**src/rtl/hw_bist_pkg.sv**
```systemverilog
// Shared types, constants and polynomial step helpers for the HelloWorld BIST controller.
package hw_bist_pkg;

    localparam int STIM_W = 6;
    localparam int SIG_W  = 16;

    localparam logic [15:0] LFSR_TAPS    = 16'hB400;
    localparam logic [15:0] MISR_TAPS    = 16'hB400;
    localparam logic [15:0] DEFAULT_SEED = 16'hACE1;

    typedef enum logic [1:0] {
        IDLE  = 2'd0,
        RUN   = 2'd1,
        DRAIN = 2'd2,
        DONE  = 2'd3
    } state_t;

    // An all-zero Fibonacci LFSR never leaves zero, so such a seed is replaced.
    function automatic logic [15:0] seed_fix(input logic [15:0] s);
        return (s == 16'h0000) ? 16'h0001 : s;
    endfunction

    function automatic logic [15:0] lfsr_step(input logic [15:0] s);
        return {s[14:0], ^(s & LFSR_TAPS)};
    endfunction

    function automatic logic [SIG_W-1:0] misr_step(input logic [SIG_W-1:0] m,
                                                   input logic [STIM_W-1:0] r);
        return {m[SIG_W-2:0], ^(m & MISR_TAPS)} ^ {{(SIG_W-STIM_W){1'b0}}, r};
    endfunction

endpackage

```
**src/rtl/hw_bist_ctrl_if.sv**
```systemverilog
// Stimulus/response and status bundle between the BIST controller and its host side.
interface hw_bist_ctrl_if;
    import hw_bist_pkg::*;

    logic              start;
    logic [STIM_W-1:0] resp;
    logic [STIM_W-1:0] stim;
    logic              busy;
    logic              done;
    logic [SIG_W-1:0]  signature;
    logic [15:0]       pattern_count;

    modport master (
        output start, resp,
        input  stim, busy, done, signature, pattern_count
    );

    modport slave (
        input  start, resp,
        output stim, busy, done, signature, pattern_count
    );

endinterface

```
**src/rtl/hw_lfsr16.sv**
```systemverilog
// 16-bit Fibonacci LFSR (shift left, feedback into bit 0) with synchronous load and step enable.
module hw_lfsr16
    import hw_bist_pkg::*;
#(
    parameter logic [15:0] RESET_VAL = DEFAULT_SEED
) (
    input  logic        i_clk,
    input  logic        i_rst_n,
    input  logic        i_load,
    input  logic        i_en,
    input  logic [15:0] i_seed,
    output logic [15:0] o_state
);

    logic [15:0] r_state;

    // NOTE: state registers use non-blocking assignments so every flop samples pre-edge values.
    always_ff @(posedge i_clk or negedge i_rst_n) begin
        if (!i_rst_n) begin
            r_state <= RESET_VAL;
        end else if (i_load) begin
            r_state <= i_seed;
        end else if (i_en) begin
            r_state <= lfsr_step(r_state);
        end
    end

    assign o_state = r_state;

endmodule

```
**src/rtl/hw_bist_ctrl.sv**
```systemverilog
// BIST controller around the HelloWorld core: LFSR stimulus out, MISR response compaction in.
module hw_bist_ctrl
    import hw_bist_pkg::*;
#(
    parameter int          N_PATTERNS = 256,
    parameter int          PIPE_LAT   = 1,
    parameter logic [15:0] LFSR_SEED  = DEFAULT_SEED
) (
    input  logic     my_clk,
    input  logic     global_reset,
    hw_bist_ctrl_if.slave bist
);

    localparam logic [15:0] SEED_EFF   = seed_fix(LFSR_SEED);
    localparam logic [15:0] LAST_IDX   = 16'(N_PATTERNS - 1);
    localparam logic [2:0]  DRAIN_LAST = 3'(PIPE_LAT - 1);

    state_t            r_state;
    state_t            w_state_next;
    logic [15:0]       r_count;
    logic [STIM_W-1:0] r_stim;
    logic [SIG_W-1:0]  r_misr;
    logic [2:0]        r_drain_cnt;
    logic [15:0]       w_lfsr;
    logic              w_start_ok;
    logic              w_run;
    logic              w_run_last;
    logic              w_vld;

    assign w_run = (r_state == RUN);

    hw_lfsr16 #(
        .RESET_VAL (SEED_EFF)
    ) u_lfsr (
        .i_clk   (my_clk),
        .i_rst_n (global_reset),
        .i_load  (w_start_ok),
        .i_en    (w_run),
        .i_seed  (SEED_EFF),
        .o_state (w_lfsr)
    );

    // NOTE: every always_comb output gets a default first so no path can infer a latch.
    always_comb begin
        w_state_next = r_state;
        w_start_ok   = 1'b0;
        w_run_last   = 1'b0;
        case (r_state)
            IDLE, DONE: begin
                if (bist.start) begin
                    w_start_ok   = 1'b1;
                    w_state_next = RUN;
                end
            end
            RUN: begin
                if (r_count == LAST_IDX) begin
                    w_run_last   = 1'b1;
                    w_state_next = (PIPE_LAT == 0) ? DONE : DRAIN;
                end
            end
            DRAIN: begin
                if (r_drain_cnt == DRAIN_LAST) begin
                    w_state_next = DONE;
                end
            end
            default: w_state_next = IDLE;
        endcase
    end

    always_ff @(posedge my_clk or negedge global_reset) begin
        if (!global_reset) begin
            r_state <= IDLE;
        end else begin
            r_state <= w_state_next;
        end
    end

    // The LFSR holds the vector shown this cycle; stim is preloaded with the one after it.
    always_ff @(posedge my_clk or negedge global_reset) begin
        if (!global_reset) begin
            r_stim      <= '0;
            r_count     <= '0;
            r_misr      <= '0;
            r_drain_cnt <= '0;
        end else if (w_start_ok) begin
            r_stim      <= SEED_EFF[STIM_W-1:0];
            r_count     <= '0;
            r_misr      <= '0;
            r_drain_cnt <= '0;
        end else begin
            if (w_run) begin
                r_count <= r_count + 16'd1;
                r_stim  <= w_run_last ? '0 : STIM_W'(lfsr_step(w_lfsr));
            end
            if (r_state == DRAIN) begin
                r_drain_cnt <= r_drain_cnt + 3'd1;
            end
            if (w_vld) begin
                r_misr <= misr_step(r_misr, bist.resp);
            end
        end
    end

    // Issue marks travel alongside the core pipeline so each response is compacted exactly once.
    generate
        if (PIPE_LAT == 0) begin : g_no_pipe
            assign w_vld = w_run;
        end else begin : g_pipe
            logic [PIPE_LAT-1:0] r_vpipe;

            always_ff @(posedge my_clk or negedge global_reset) begin
                if (!global_reset) begin
                    r_vpipe <= '0;
                end else begin
                    r_vpipe[0] <= w_run;
                    for (int i = 1; i < PIPE_LAT; i++) begin
                        r_vpipe[i] <= r_vpipe[i-1];
                    end
                end
            end

            assign w_vld = r_vpipe[PIPE_LAT-1];
        end
    endgenerate

    assign bist.stim          = r_stim;
    assign bist.busy          = (r_state == RUN) || (r_state == DRAIN);
    assign bist.done          = (r_state == DONE);
    assign bist.signature     = r_misr;
    assign bist.pattern_count = r_count;

endmodule

```
**src/flat_wrapper.sv**
```systemverilog
// flat-port wrapper written by rule: the top's interface ports become plain ports
module hw_bist_ctrl_flat import hw_bist_pkg::*;
#(
    parameter int          N_PATTERNS = 256,
    parameter int          PIPE_LAT   = 1,
    parameter logic [15:0] LFSR_SEED  = DEFAULT_SEED
)
  (my_clk, global_reset, bist_start, bist_resp, bist_stim, bist_busy, bist_done, bist_signature, bist_pattern_count);
  hw_bist_ctrl_if bist_i ();
  input  logic my_clk;
  input  logic global_reset;
  input wire logic [$bits(bist_i.start)-1:0] bist_start;
  input wire logic [$bits(bist_i.resp)-1:0] bist_resp;
  output wire logic [$bits(bist_i.stim)-1:0] bist_stim;
  output wire logic [$bits(bist_i.busy)-1:0] bist_busy;
  output wire logic [$bits(bist_i.done)-1:0] bist_done;
  output wire logic [$bits(bist_i.signature)-1:0] bist_signature;
  output wire logic [$bits(bist_i.pattern_count)-1:0] bist_pattern_count;
  assign bist_i.start = bist_start;
  assign bist_i.resp = bist_resp;
  assign bist_stim = bist_i.stim;
  assign bist_busy = bist_i.busy;
  assign bist_done = bist_i.done;
  assign bist_signature = bist_i.signature;
  assign bist_pattern_count = bist_i.pattern_count;
  hw_bist_ctrl #(.N_PATTERNS(N_PATTERNS), .PIPE_LAT(PIPE_LAT), .LFSR_SEED(LFSR_SEED)) u_core (.my_clk(my_clk), .global_reset(global_reset), .bist(bist_i));
endmodule
```
**config.mk**
```make
export PLATFORM = sky130hd
export DESIGN_NAME = hw_bist_ctrl_flat
export DESIGN_NICKNAME = d
export VERILOG_FILES = /design/src/rtl/hw_bist_pkg.sv /design/src/rtl/hw_bist_ctrl_if.sv /design/src/rtl/hw_lfsr16.sv /design/src/rtl/hw_bist_ctrl.sv /design/src/flat_wrapper.sv
export SDC_FILE = /design/constraint.sdc
export NUM_CORES = 1
export LEC_CHECK = 0
export CORE_MARGIN = 5
export CORE_UTILIZATION = 50
export DETAILED_ROUTE_END_ITERATION = 10
export PLACE_DENSITY_LB_ADDON = 0.08
export SKIP_CTS_REPAIR_TIMING = 1
export SLEW_MARGIN = 20
export SYNTH_ARGS = -nofsm -noshare
export SYNTH_HDL_FRONTEND = slang
export SYNTH_SLANG_ARGS = --single-unit
```
**constraint.sdc**
```tcl
create_clock -name my_clk -period 2.6 [get_ports my_clk]
set_input_delay 0.78 -clock my_clk [delete_from_list [all_inputs] [get_ports my_clk]]
set_output_delay 0.78 -clock my_clk [all_outputs]
set_load 0.02 [all_outputs]
```
==> impl_metrics.toml, run 1 <==
[grt]
grt_first_pass_wirelength_mm = 8.96
grt_max_degree = 61
grt_pass1_vias = 1914
overflow = 0
track_usage_pct = 15.5
antenna_found_initial = 0

[worst_setup_path]
worst-path-buf-inv = 0
cp_max_fo = 7
crit_type = "reg2reg"
rr_worst_depth = 4
r2r-start = "u_core.bist.pattern_count[9]$_DFFE_PN0P_"
required_ns = 2.84
cp_common_cell = "or4_1"
cp-start-kind = "flip-flop"
slowest_delay_ns = 0.71
arrival_ns = 2.53
reg2reg_to = "u_core.r_state[0]$_DFFE_PN0P_"
cp-end-kind = "flip-flop"
worst-r2r-setup-slack_ns = 0.31
crit_chain = "or4_1 > or4_1 > a221oi_4 > mux2i_1"
crit_family = "simple AND/OR/NAND/NOR gates"
cp_slowest_cell = "or4_1"

[floorplanning]
rows = 27
die_y_um = 84.8
initial_core_util_pct = 51.2
io_pins = 49
fp.coreArea_um2 = 5470
die_x_um = 84.8
die-area_um2 = 7200

[sta]
setup_slack_ns = 0.310
hold_violations = 0
skew_ns = 0.00429
fmax_mhz = 437
worstMarginPinSlew_ns = 0.846
max_slew_margin_pct = 43.6
rsz0062_at_grt = "no"
post-route-period-util_pct = 88.1
slew_violations = 0
worst_hold_slack_ns = 0.448
finalSetupViolCount = 0
period_minus_slack_ns = 2.29
tns_ns = 0

[clocking]
cts.htree.levels = 3
cts_tree = "built"
clockBufferDepth = 2
root_buffer = "clkbuf_8"
cts_buffers = 9
path_clk_slew_ns = 0.06
clkLatencyLatePin_ns = 0.32
cts_sinks = 60

[placed_design]
dp_hpwl_mm = 3.59
postPlaceCellArea_um2 = 3420
place_congestion = 0.745
io_buffers = 48
dp_cells = 374
dp_worst_setup_slack_ns = 0.265

[synthesis]
syn_nets = 275
synth-edff-count = 0
yosysSeqAreaShare_pct = 54.0
syn_inst = 259
synth_seq_cells = 60
ys.flop_type = "dfrtp_1"
netlist.area_leader.share_pct = 46.5
synthTopCellsByArea = "dfrtp_1, mux2i_1, dfstp_2"
syn_area_um2 = 2800
async_flop_share_pct = 100
synth_cell_types = 30
yosysWarnings = 0
syn_area_per_cell_um2 = 10.8
synth_area_leader_cell = "dfrtp_1"

[finish]
antenna_cells = 0
multi_input_area_um2 = 1200
nets = 329
instances_no_fill = 390
layout_commonest_cell = "dfrtp_1"
area_growth_pct = 28.6
layout-drive-gt1-share_pct = 10.7
design_area_um2 = 3600
seq_area_um2 = 1510
layout_common_cells = "dfrtp_1, clkdlybuf4s50_1, nor2_1"
fillCellCount = 466

[power_and_ir_drop]
max-vdd-ir-drop_mv = 0.738
cellLeakagePower_nw = 1.56
p_per_area_nw_per_um2 = 1080

[detailed_routing]
drt_iter0_drc = 70
wl_mm = 5.22
drt_first_pass_iters = 4
drc = 0
ant_nets = 0
vias = 1978
post_drt_wl_per_cell_um = 13.4
viasPerCell = 5.07

[run]
cap_violations = 0

[worst_hold_path]
min_path_type = "in2async"

[status]
status = "finished, final reports clean"
[cell families (layout without fill, tap and decap cells)]
kind of cell / after synthesis / in the layout / share of synthesized area, %
xor gates and xnor gates: 25 / 25 / 8.31
DFF: 60 / 60 / 54.0
AOI/OAI and AO/OA: 20 / 20 / 5.09
muxes: 30 / 30 / 10.7
buffers and inverters: 23 / 82 / 3.26
and+or+nand+nor: 94 / 94 / 15.5
adders and majority gates: 7 / 7 / 3.13
[routing by layer]
metal | global-route usage, % | up-vias | routed length, um
li1 | - | 988 | -
met1 | 20.9 | 948 | 2530
met2 | 23.9 | 37 | 2390
met3 | 3.50 | 5 | 222
met4 | 7.34 | 0 | 71
met5 | 0 | - | 0
[layout make-up]
class | instances | area share (%)
Clock buffer | 15 | 4.90
Clock inverter | 1 | 0.139
Inverter | 10 | 1.04
Multi-Input combinational cell | 176 | 33.5
Sequential cell | 60 | 42.0
Tap cell | 72 | 2.50
Timing Repair Buffer | 56 | 16.0
[registers in the layout, indices dropped and copies added, names as in the netlist]
signal,count
u_core.bist.pattern_count,16
u_core.r_drain_cnt,3
u_core.u_lfsr.o_state,16
u_core.r_state,2
u_core.bist.signature,16
u_core.bist.stim,6
u_core.g_pipe.r_vpipe,1
[worst max-delay path by stage]
stage,end,slack [ns],depth (start not counted),start
5_1_grt,u_core.r_state[0]$_DFFE_PN0P_,0.19,4,u_core.bist.pattern_count[9]$_DFFE_PN0P_
2_1_floorplan,u_core.r_state[0]$_DFFE_PN0P_,0.47,5,u_core.bist.pattern_count[9]$_DFFE_PN0P_
4_1_cts,bist_busy,-0.09,4,u_core.r_state[0]$_DFFE_PN0P_
3_3_place_gp,bist_busy,0.30,4,u_core.r_state[0]$_DFFE_PN0P_
3_5_place_dp,bist_busy,0.27,4,u_core.r_state[0]$_DFFE_PN0P_
6_report,u_core.r_state[0]$_DFFE_PN0P_,0.31,4,u_core.bist.pattern_count[9]$_DFFE_PN0P_
[synth_stat cells (all sizes together), types with 6 or more instances]
cell type,number
mux2i,30
a211oi,6
nand2b,6
dfstp,8
nor2,41
nand3,12
xnor2,19
nand2,14
ha,7
dfrtp,52
a21oi,7
inv,9
buf,8
[metrics by stage]
stage	total power, mW	utilization, %
global route	4.17	65.8
global placement	3.16	62.4
finish	3.89	65.8
floorplan	2.57	-
detailed placement	3.18	62.4
CTS	3.95	65.8
[power breakdown]
group | internal (mW) | total [mW] | leakage, nW | switching [mW]
logic | 0.798 | 1.64 | 0.692 | 0.846
clock network | 0.424 | 0.749 | 0.0937 | 0.325
registers | 1.24 | 1.49 | 0.773 | 0.251
total | 2.47 | 3.89 | 1.56 | 1.42
Power figures use the tool's default switching activity.
==> run 2, diff against run 1 <==
--- a/config.mk
+++ b/config.mk
@@ -5,7 +5,7 @@
 export SDC_FILE = /design/constraint.sdc
 export NUM_CORES = 1
 export LEC_CHECK = 0
-export CORE_MARGIN = 5
+export CORE_MARGIN = 2
 export CORE_UTILIZATION = 50
 export DETAILED_ROUTE_END_ITERATION = 10
 export PLACE_DENSITY_LB_ADDON = 0.08
==> run 2 against run 1 <==
Effect of this change:
- first-iteration DRC count up 20%
- hold slack worse by 0.032 ns
- sequential cell count unchanged
- die area down 14%
- largest power group unchanged
- highest routed layer unchanged
==> impl_metrics.toml, run 2 (synthesis results as in run 1) <==
[sta]
fmax_mhz = 435
max_slew_margin_pct = 42.2
slew_violations = 0
worstMarginPinSlew_ns = 0.867
skew_ns = 0.00493
setup_slack_ns = 0.301
finalSetupViolCount = 0
period_minus_slack_ns = 2.30
rsz0062_at_grt = "no"
post-route-period-util_pct = 88.4
hold_violations = 0

[floorplanning]
fp.coreArea_um2 = 5470
io_pins = 49
initial_core_util_pct = 51.2
die_y_um = 78.8
die_x_um = 78.8
die-area_um2 = 6210
rows = 27

[detailed_routing]
post_drt_wl_per_cell_um = 13.6
vias = 1952
drc = 0
ant_nets = 0
drt_iter0_drc = 84
wl_mm = 5.28
viasPerCell = 5.04
drt_first_pass_iters = 6

[finish]
area_growth_pct = 27.6
layout-drive-gt1-share_pct = 10.2
multi_input_area_um2 = 1200
fin_util_pct = 65.3
fillCellCount = 447
seq_area_um2 = 1510
nets = 327
layout_common_cells = "dfrtp_1, clkdlybuf4s50_1, nor2_1"
antenna_cells = 0
layout_commonest_cell = "dfrtp_1"

[clocking]
cts_sinks = 60
cts_tree = "built"
clkLatencyLatePin_ns = 0.33
cts_buffers = 9
clockBufferDepth = 2
path_clk_slew_ns = 0.06
root_buffer = "clkbuf_8"
cts.htree.levels = 3

[worst_setup_path]
crit_family = "buffers and inverters"
cp_max_fo = 4
worst-path-buf-inv = 3
worst-r2r-setup-slack_ns = 0.30
reg2reg_to = "u_core.r_state[0]$_DFFE_PN0P_"
required_ns = 1.82
rr_worst_depth = 4
crit_chain = "inv_1 > ha_1 > inv_2 > dlymetal6s2s_1"
r2r-start = "u_core.bist.pattern_count[8]$_DFFE_PN0P_"
crit_type = "reg2out"
cp_slowest_cell = "dfrtp_1"
slowest_delay_ns = 0.39
arrival_ns = 1.52
cp-end-kind = "output pin"
worstSetupPathDepth = 4
cp-start-kind = "flip-flop"

[grt]
track_usage_pct = 19.5
grt_pass1_vias = 1969
antenna_found_initial = 0
overflow = 0
grt_first_pass_wirelength_mm = 9.43
grt_max_degree = 40

[power_and_ir_drop]
max-vdd-ir-drop_mv = 0.720
cellLeakagePower_nw = 1.54
p_per_area_nw_per_um2 = 1080
p_total_mw = 3.85

[placed_design]
dp_hpwl_mm = 3.53
place_congestion = 0.778
dp_worst_setup_slack_ns = 0.263
io_buffers = 48

[status]
status = "finished, final reports clean"

[worst_hold_path]
min_path_type = "in2async"

[run]
cap_violations = 0
==> run 2: cell types whose count changed in the layout (fill, tap and decap cells not counted), sizes merged <==
cell	delta
clkinv	+1
buf	-2
clkbuf	-2
==> run 2: how the worst max path moves through the flow <==
stage,startpoint,slack [ns],to
final,u_core.r_state[0]$_DFFE_PN0P_,0.30,bist_busy
after global routing,u_core.r_state[0]$_DFFE_PN0P_,0.20,bist_busy
after CTS,u_core.r_state[0]$_DFFE_PN0P_,-0.10,bist_busy
after detailed placement,u_core.r_state[0]$_DFFE_PN0P_,0.26,bist_busy
after global placement,u_core.r_state[0]$_DFFE_PN0P_,0.30,bist_busy
after floorplan,u_core.bist.pattern_count[9]$_DFFE_PN0P_,0.47,u_core.r_state[0]$_DFFE_PN0P_
==> run 2: final cells by class <==
cell class	count	share of cell area, %
Clock inverter	2	0.280
Tap cell	72	2.52
Sequential cell	60	42.3
Timing Repair Buffer	54	15.7
Clock buffer	13	4.45
Multi-Input combinational cell	176	33.7
Inverter	10	1.05
==> run 2: layer usage <==
| metal | wire, um | up-vias | GRT usage, % |
|---|---|---|---|
| li1 | - | 981 | - |
| met1 | 2690 | 924 | 27.6 |
| met2 | 2280 | 39 | 28.7 |
| met3 | 197 | 8 | 4.20 |
| met4 | 109 | 0 | 9.31 |
| met5 | 0 | - | 0 |
==> run 2: stage by stage <==
stage	area (um2)	std cells	TNS, ns	hold slack [ns]
after detailed placement	3400	372	0	0.488
after floorplan	2800	259	0	0.468
after CTS	3570	387	-0.102	0.427
after global placement	3400	372	0	0.485
final	3570	387	0	0.416
after global routing	3570	387	0	0.443
==> run 2: report_power, final <==
group / switching (mW) / internal, mW
Clock: 0.328 / 0.390
Sequential: 0.251 / 1.24
Combinational: 0.850 / 0.791
==> run 3, diff against run 2 <==
--- a/config.mk
+++ b/config.mk
@@ -5,8 +5,9 @@
 export SDC_FILE = /design/constraint.sdc
 export NUM_CORES = 1
 export LEC_CHECK = 0
+export ABC_AREA = 1
 export CORE_MARGIN = 2
-export CORE_UTILIZATION = 50
+export CORE_UTILIZATION = 27
 export DETAILED_ROUTE_END_ITERATION = 10
 export PLACE_DENSITY_LB_ADDON = 0.08
 export SKIP_CTS_REPAIR_TIMING = 1
==> run 3 against run 2 <==
Effect of this change:
- power decreased by 4.0%
- synthesized cell count increased by 26%
- first-iteration DRC count unchanged
- count of clock-buffer cells in the layout is 2 lower
- maximum frequency fell by 0.58%
- cell count up 36%
- routed wire length rose by 26%
- via count grew 16%
- sequential share of layout area is 0.58 points lower
- area after synthesis shrank 0.94%
- non-clock buffer count up 1
==> impl_metrics.toml, run 3 <==
[synthesis]
synthTopCellsByArea = "dfrtp_1, nand2_1, dfstp_2"
synth_seq_cells = 60
synthTopCellsByCount = "nand2_1, dfrtp_1, inv_1, nor2_1, o21ai_0"
netlist.area_leader.share_pct = 46.9
synth_area_leader_cell = "dfrtp_1"
yosysMostFrequentCell = "nand2_1"
yosysWarnings = 0
synth_cell_types = 23
yosysSeqAreaShare_pct = 54.5
syn_nets = 342
syn_inst = 326
synth-edff-count = 0
syn_area_per_cell_um2 = 8.51
async_flop_share_pct = 100
syn_area_um2 = 2770
ys.flop_type = "dfrtp_1"

[finish]
layout-drive-gt1-share_pct = 8.97
nets = 401
seq_area_um2 = 1510
layout_commonest_cell = "nand2_1"
fillCellCount = 1050
multi_input_area_um2 = 1030
layout_common_cells = "nand2_1, inv_1, dfrtp_1"
area_growth_pct = 30.6
fin_util_pct = 35.7
antenna_cells = 0

[clocking]
path_clk_slew_ns = 0.07
cts_tree = "built"
root_buffer = "clkbuf_8"
clockBufferDepth = 2
clkLatencyLatePin_ns = 0.34
cts_sinks = 60
cts_buffers = 9
cts.htree.levels = 3

[sta]
slew_violations = 0
finalSetupViolCount = 0
worstMarginPinSlew_ns = 0.802
worst_hold_slack_ns = 0.358
hold_violations = 0
post-route-period-util_pct = 88.9
skew_ns = 0.00735
setup_slack_ns = 0.287
fmax_mhz = 432
rsz0062_at_grt = "no"
period_minus_slack_ns = 2.31
max_slew_margin_pct = 46.4

[floorplanning]
die_y_um = 105
io_pins = 49
die_x_um = 105
die-area_um2 = 11100
fp.coreArea_um2 = 10100
initial_core_util_pct = 27.4
rows = 37

[power_and_ir_drop]
p_total_mw = 3.70
switching_share_pct = 40.0
p_comb_share_pct = 41.8
cellLeakagePower_nw = 1.70
max-vdd-ir-drop_mv = 0.476
p_int_mw = 2.22
power_switching_mw = 1.48
p_clk_share_pct = 20.1
p_seq_share_pct = 38.1
p_per_area_nw_per_um2 = 1020

[detailed_routing]
ant_nets = 0
drt_iter0_drc = 84
viasPerCell = 4.32
drt_first_pass_iters = 4
wl_mm = 6.64
post_drt_wl_per_cell_um = 12.6
vias = 2271
drc = 0

[run]
cap_violations = 0

[placed_design]
place_congestion = 0.735
dp_worst_setup_slack_ns = 0.0454
io_buffers = 48
dp_hpwl_mm = 4.70

[worst_hold_path]
min_path_type = "in2async"

[status]
status = "finished, final reports clean"

[grt]
antenna_found_initial = 0
track_usage_pct = 12.9
grt_first_pass_wirelength_mm = 11.3
grt_pass1_vias = 2311
overflow = 0
grt_max_degree = 34

[worst_setup_path]
cp-end-kind = "output pin"
cp_max_fo = 5
crit_type = "reg2out"
arrival_ns = 1.53
cp-start-kind = "flip-flop"
required_ns = 1.82
run 3: per-layer routing:
| metal | GRT usage (%) | vias to the layer above | share of wire, % |
|---|---|---|---|
| met1 | 17.1 | 1060 | 49 |
| met3 | 3.46 | 8 | 4.1 |
| li1 | - | 1162 | - |
| met5 | 0 | - | 0 |
| met2 | 19.7 | 41 | 45 |
| met4 | 6.00 | 0 | 1.6 |
run 3: worst paths after layout:
| kind | startpoint | slack [ns] | cells after the start | endpoint |
|---|---|---|---|---|
| worst max-delay path | u_core.r_state[0]$_DFFE_PN0P_ | 0.29 | 2 | bist_done |
| worst min-delay path | global_reset | 0.36 | 1 | u_core.r_state[1]$_DFFE_PN0P_ |
| worst max register to register | u_core.r_state[0]$_DFFE_PN0P_ | 0.51 | 7 | u_core.u_lfsr.o_state[14]$_DFFE_PN0P_ |
| worst min register to register | u_core.u_lfsr.o_state[6]$_DFFE_PN1P_ | 0.48 | 2 | u_core.u_lfsr.o_state[7]$_DFFE_PN1P_ |
| max in group asynchronous | global_reset | 1.63 | 2 | u_core.u_lfsr.o_state[5]$_DFFE_PN1P_ |
| min in group my_clk | u_core.u_lfsr.o_state[6]$_DFFE_PN1P_ | 0.48 | 2 | u_core.u_lfsr.o_state[7]$_DFFE_PN1P_ |
run 3: power by group through the flow:
stage | sequential, mW | combinational (mW) | clock (mW)
2_1_floorplan | 1.51 | 0.898 | 0
3_3_place_gp | 1.43 | 1.58 | 0
3_5_place_dp | 1.43 | 1.58 | 0
4_1_cts | 1.41 | 1.58 | 0.778
5_1_grt | 1.44 | 1.74 | 0.817
6_report | 1.41 | 1.55 | 0.745
run 3: per-stage QoR:
stage	area (um2)	instances	TNS, ns
after floorplan	2770	326	0
after global placement	3450	510	0
after detailed placement	3450	510	0
after CTS	3620	526	-0.0398
after global routing	3620	526	0
final	3620	526	0
run 3: area by class of cell:
type | instances | area share [%]
inverters | 53 | 5.49
well taps | 136 | 4.70
clock inverters | 5 | 0.760
clock buffers | 11 | 3.90
flip-flops and latches | 60 | 41.7
repair buffers | 55 | 15.0
multi-input cells | 206 | 28.5
run 3: critical path: stages, from the launching register on:
cell and delay, ns:
dfrtp_1 0.43, ha_1 0.17, clkdlybuf4s50_1 0.59
run 3: cell families after synthesis:
family / after synthesis / synth area share (%)
simple gates: 134 / 20.0
buf+inv: 60 / 8.34
flops: 60 / 54.5
compound gates: 59 / 12.1
fa+ha+maj: 7 / 3.16
xor+xnor: 6 / 1.89
==> edit 1, RTL diff (settings of run 1) <==
The package constant `STIM_W` goes from 6 to 8.
--- a/src/rtl/hw_bist_pkg.sv
+++ b/src/rtl/hw_bist_pkg.sv
@@ -1,7 +1,7 @@
 // Shared types, constants and polynomial step helpers for the HelloWorld BIST controller.
 package hw_bist_pkg;
 
-    localparam int STIM_W = 6;
+    localparam int STIM_W = 8;
     localparam int SIG_W  = 16;
 
     localparam logic [15:0] LFSR_TAPS    = 16'hB400;
Ports: changed (resized bist_resp and bist_stim); port bits go from 49 to 53. The function was not compared with the original's and may differ.
==> edit 1 against run 1 <==
First-iteration DRC count is 26% higher; worst hold slack lost 0.0073 ns; critical path depth is 2 lower; synthesized area up 4.1%; power grew 12%; clock skew rose by 0.0024 ns; count of clock-buffer cells in the layout fell by 6; worst setup slack lost 0.0080 ns; cell area grew 3.4%; wire length is 12% higher; sequential cell count grew 2; critical path type is now flip-flop to output pin; critical endpoint is now bist_done; largest power group unchanged.
==> edit 1: results (changes against run 1) <==
[pwr]
power_leakage_uw=0.00163  ; was 0.00156 uW
p_switching_uw=1680  ; was 1420 uW
combPwrFrac=0.434  ; was 0.423
seq_power_share=0.374  ; was 0.384
ir_drop_mv=0.847  ; was 0.738 mV

[yosys]
synth_xor_area_frac=0.0798  ; was 0.0831
synthTopCellsByCount=dfrtp_1, nor2_1, mux2i_1  ; unchanged
synth_fa_ha_area_frac=0.0300  ; was 0.0313
synth_mux_area_frac=0.0961  ; was 0.107
seq_area_frac_synth=0.536  ; was 0.540
ys_top_cells_by_area=dfrtp_1, mux2i_1, dfstp_2, xnor2_1, nor2_1  ; unchanged
synth_fp_nets=290  ; was 275
ys_async_sr_fraction=1.00  ; unchanged
synth-compound-area-share=0.0494  ; was 0.0509
synth_ff_type=dfrtp_1  ; unchanged
yosysUniqueCellTypes=34  ; was 30

[outcome]
outcome=completed  ; unchanged

[routing]
wl_met3_um=295  ; was 222 um
drt_iter0_drc=88  ; was 70
met1Wirelength_mm=2.69  ; was 2.53 mm
wl_per_cell_um=14.5  ; was 13.4 um
met2_length_mm=2.68  ; was 2.39 mm
vias_per_cell=5.27  ; was 5.07

[clocking]
htree_levels=3  ; unchanged
clock_latency_ns=0.34  ; was 0.32 ns

[global_route]
grtUsageMet2=0.271  ; was 0.239
grt_max_degree=63  ; was 61
grt_usage=0.174  ; was 0.155
use_met3=0.0447  ; was 0.0350
grt_pass1_wl_mm=10.3  ; was 8.96 mm
grt_pass1_vias=2133  ; was 1914
use_met1=0.225  ; was 0.209

[worst_setup_path]
r2r_start=u_core.r_state[1]$_DFFE_PN0P_  ; was u_core.bist.pattern_count[9]$_DFFE_PN0P_
reg2reg_slack_ns=0.40  ; was 0.31 ns
r2r_end=u_core.bist.pattern_count[15]$_DFFE_PN0P_  ; was u_core.r_state[0]$_DFFE_PN0P_
worst_path_max_delay_cell=clkdlybuf4s50_1  ; was or4_1
critical-path-max-stage-delay_ns=0.60  ; was 0.71 ns
rr_worst_depth=6  ; was 4
cp_top_family=buffers and inverters  ; was simple AND/OR/NAND/NOR gates
cp_max_fo=4  ; was 7
worstPathArrival_ns=1.52  ; was 2.53 ns

[cells_and_area]
drive_gt1_frac=0.100  ; was 0.107
n_fill_cell=447  ; was 466
num-nets-final=343  ; was 329
diodes=0  ; unchanged

[timing]
hold_ws_ns=0.441  ; was 0.448 ns
skew_ns=0.00673  ; was 0.00429 ns
setup_viol=0  ; unchanged
slew_headroom=0.438  ; was 0.436

[placed_design]
dpl_cell_area_um2=3520  ; was 3420 um^2
io_buffers=52  ; was 48
gp_congestion=0.793  ; was 0.745
post-dp-hpwl_mm=3.95  ; was 3.59 mm

==> edit 1: cell count changes after synthesis, sizes merged, moves of 3 or more <==
cell,change
buf,-3
nand3,+3
clkbuf,+4
nor2,-3
nand2b,+3
==> edit 1: cell type report <==
type / instances / area share
clock buffer: 9 / 0.0333
clock inverter: 7 / 0.0202
inverter: 10 / 0.0101
multi-input combinational: 186 / 0.339
sequential: 62 / 0.419
tap: 72 / 0.0242
timing repair buffer: 56 / 0.154
==> edit 1: cells by family (layout without fill, tap and decap cells) <==
family / count (synthesis) / in the layout
adder cells (fa/ha/maj): 7 / 7
flip-flops: 62 / 62
AO/OA/AOI/OAI: 24 / 24
multiplexers: 28 / 28
buffers and inverters: 24 / 82
AND/OR/NAND/NOR: 102 / 102
XOR/XNOR: 25 / 25
==> edit 1: worst max-delay path by stage <==
stage,end,start,depth (start not counted),slack (ns)
finish,bist_done,u_core.r_state[0]$_DFFE_PN0P_,2,0.30
global route,u_core.bist.pattern_count[15]$_DFFE_PN0P_,u_core.r_state[1]$_DFFE_PN0P_,6,0.20
CTS,bist_busy,u_core.r_state[0]$_DFFE_PN0P_,4,-0.08
detailed placement,bist_busy,u_core.r_state[0]$_DFFE_PN0P_,4,0.30
global placement,bist_busy,u_core.r_state[0]$_DFFE_PN0P_,4,0.39
floorplan,u_core.bist.stim[5]$_DFFE_PN0P_,u_core.bist.pattern_count[0]$_DFFE_PN0P_,6,0.52
==> edit 1: stage by stage <==
step                 util  power, uW  setup WS, ns  instances
CTS                 0.667       4420       -0.0840        402
global route        0.668       4680         0.196        402
detailed placement  0.632       3570         0.298        386
floorplan               -       2860         0.524        272
global placement    0.632       3510         0.386        386
finish              0.668       4360         0.302        402
==> edit 2, RTL diff (config.mk and constraints of run 1) <==
Made on the original files. Reset style: synchronous (`global_reset` and `i_rst_n`), changed in 4 clocked blocks.
--- a/src/rtl/hw_lfsr16.sv
+++ b/src/rtl/hw_lfsr16.sv
@@ -15,7 +15,7 @@
     logic [15:0] r_state;
 
     // NOTE: state registers use non-blocking assignments so every flop samples pre-edge values.
-    always_ff @(posedge i_clk or negedge i_rst_n) begin
+    always_ff @(posedge i_clk) begin
         if (!i_rst_n) begin
             r_state <= RESET_VAL;
         end else if (i_load) begin
--- a/src/rtl/hw_bist_ctrl.sv
+++ b/src/rtl/hw_bist_ctrl.sv
@@ -67,7 +67,7 @@
         endcase
     end
 
-    always_ff @(posedge my_clk or negedge global_reset) begin
+    always_ff @(posedge my_clk) begin
         if (!global_reset) begin
             r_state <= IDLE;
         end else begin
@@ -76,7 +76,7 @@
     end
 
     // The LFSR holds the vector shown this cycle; stim is preloaded with the one after it.
-    always_ff @(posedge my_clk or negedge global_reset) begin
+    always_ff @(posedge my_clk) begin
         if (!global_reset) begin
             r_stim      <= '0;
             r_count     <= '0;
@@ -108,7 +108,7 @@
         end else begin : g_pipe
             logic [PIPE_LAT-1:0] r_vpipe;
 
-            always_ff @(posedge my_clk or negedge global_reset) begin
+            always_ff @(posedge my_clk) begin
                 if (!global_reset) begin
                     r_vpipe <= '0;
                 end else begin
Function: differs if global_reset is asserted again (counterexample within 4 cycles, from zero or initial values and one cycle with global_reset low); with global_reset held inactive, the same outputs for 10 cycles.
==> edit 2 against run 1 <==
Via count down 2.5%; worst setup slack worse by 0.024 ns; non-clock buffer count down 3; sequential cell count unchanged; sequential share of layout area down 5.4 points; global-route usage up 1.5 points; synthesized area down 11%; cell area down 8.7%; wire length down 5.1%.
Power is not compared: it rests on default switching activity, and its combinational part moved more than twofold at a synthesized area within 25%.
==> edit 2: results (changes against run 1) <==
[placed_design]
post-dp-hpwl_mm=3.44  ; was 3.59 mm
gp_congestion=0.782  ; was 0.745
dp.cells=367  ; was 374

[worst_setup_path]
cp_max_fo=5  ; was 7
crit_end=bist_done  ; was u_core.r_state[0]$_DFFE_PN0P_
worstPathArrival_ns=1.53  ; was 2.53 ns
crit_path_start=u_core.r_state[0]$_SDFFE_PN0P_  ; was u_core.bist.pattern_count[9]$_DFFE_PN0P_
rr_worst_depth=6  ; was 4
reg2reg_slack_ns=0.39  ; was 0.31 ns
r2r_end=u_core.bist.pattern_count[12]$_SDFFE_PP0P_  ; was u_core.r_state[0]$_DFFE_PN0P_
cp_top_family=buffers and inverters  ; was simple AND/OR/NAND/NOR gates
worst_path_max_delay_cell=clkdlybuf4s50_1  ; was or4_1

[cells_and_area]
multi_input_area_share=0.369  ; was 0.335
num-nets-final=327  ; was 329
drive_gt1_frac=0.0918  ; was 0.107
multi_input_gates=178  ; was 176
clk_share=0.0716  ; was 0.0504
n_fill_cell=413  ; was 466
nNonClkInverters=9  ; was 10
buf_share=0.158  ; was 0.160

[global_route]
grt_max_degree=25  ; was 61
grt_pass1_vias=1843  ; was 1914

[routing]
wl_mm=4.95  ; was 5.22 mm
drt_iter0_drc=78  ; was 70
drt_pass1_iterations=5  ; was 4
vias_per_cell=5.04  ; was 5.07

[yosys]
ys_top_cells_by_area=dfxtp_1, mux2i_1, nor2_1, xnor2_1, ha_1  ; was dfrtp_1, mux2i_1, dfstp_2, xnor2_1, nor2_1
synth_xor_area_frac=0.0824  ; was 0.0831
synth-compound-area-share=0.0759  ; was 0.0509
ys_async_sr_fraction=0  ; was 1.00
yosysUniqueCellTypes=39  ; was 30
synth_mux_area_frac=0.116  ; was 0.107
synth_fa_ha_area_frac=0.0349  ; was 0.0313
synthTopCellsByCount=dfxtp_1, nor2_1, mux2i_1  ; was dfrtp_1, nor2_1, mux2i_1
synth_fp_nets=274  ; was 275
seq_area_frac_synth=0.479  ; was 0.540
synth_most_common_cell=dfxtp_1  ; was dfrtp_1

[timing]
skew_ns=0.00321  ; was 0.00429 ns
postLayoutSetupSlackWorst_ns=0.286  ; was 0.310 ns

[outcome]
outcome=completed  ; unchanged

[min_path]
hold_class=flip-flop to flip-flop  ; was primary input to asynchronous set/reset pin

## edit 2: cell types whose count changed in the layout (fill, tap and decap cells not counted), moves of 6 or more
| cell | run 1 | this run |
|---|---|---|
| o21ai_0 | 0 | 6 |
| dfrtp_1 | 52 | 0 |
| dfxtp_1 | 0 | 60 |
| nand3_1 | 12 | 3 |
| nor2_1 | 40 | 46 |
| dfstp_2 | 8 | 0 |
## edit 2: routing by layer
| metal | part of all wire | up-vias | track usage |
|---|---|---|---|
| met5 | 0 | - | 0 |
| met4 | 0.029 | 0 | 0.103 |
| met3 | 0.046 | 13 | 0.0421 |
| met2 | 0.44 | 39 | 0.256 |
| met1 | 0.49 | 889 | 0.222 |
| li1 | - | 988 | - |
## edit 2: through the flow
stage	TNS [ns]	hold slack [ns]	area (um^2)
global route	0	0.514	3290
CTS	-0.0782	0.478	3280
detailed placement	0	0.461	3050
finish	0	0.473	3290
global placement	0	0.458	3050
floorplan	0	0.441	2510
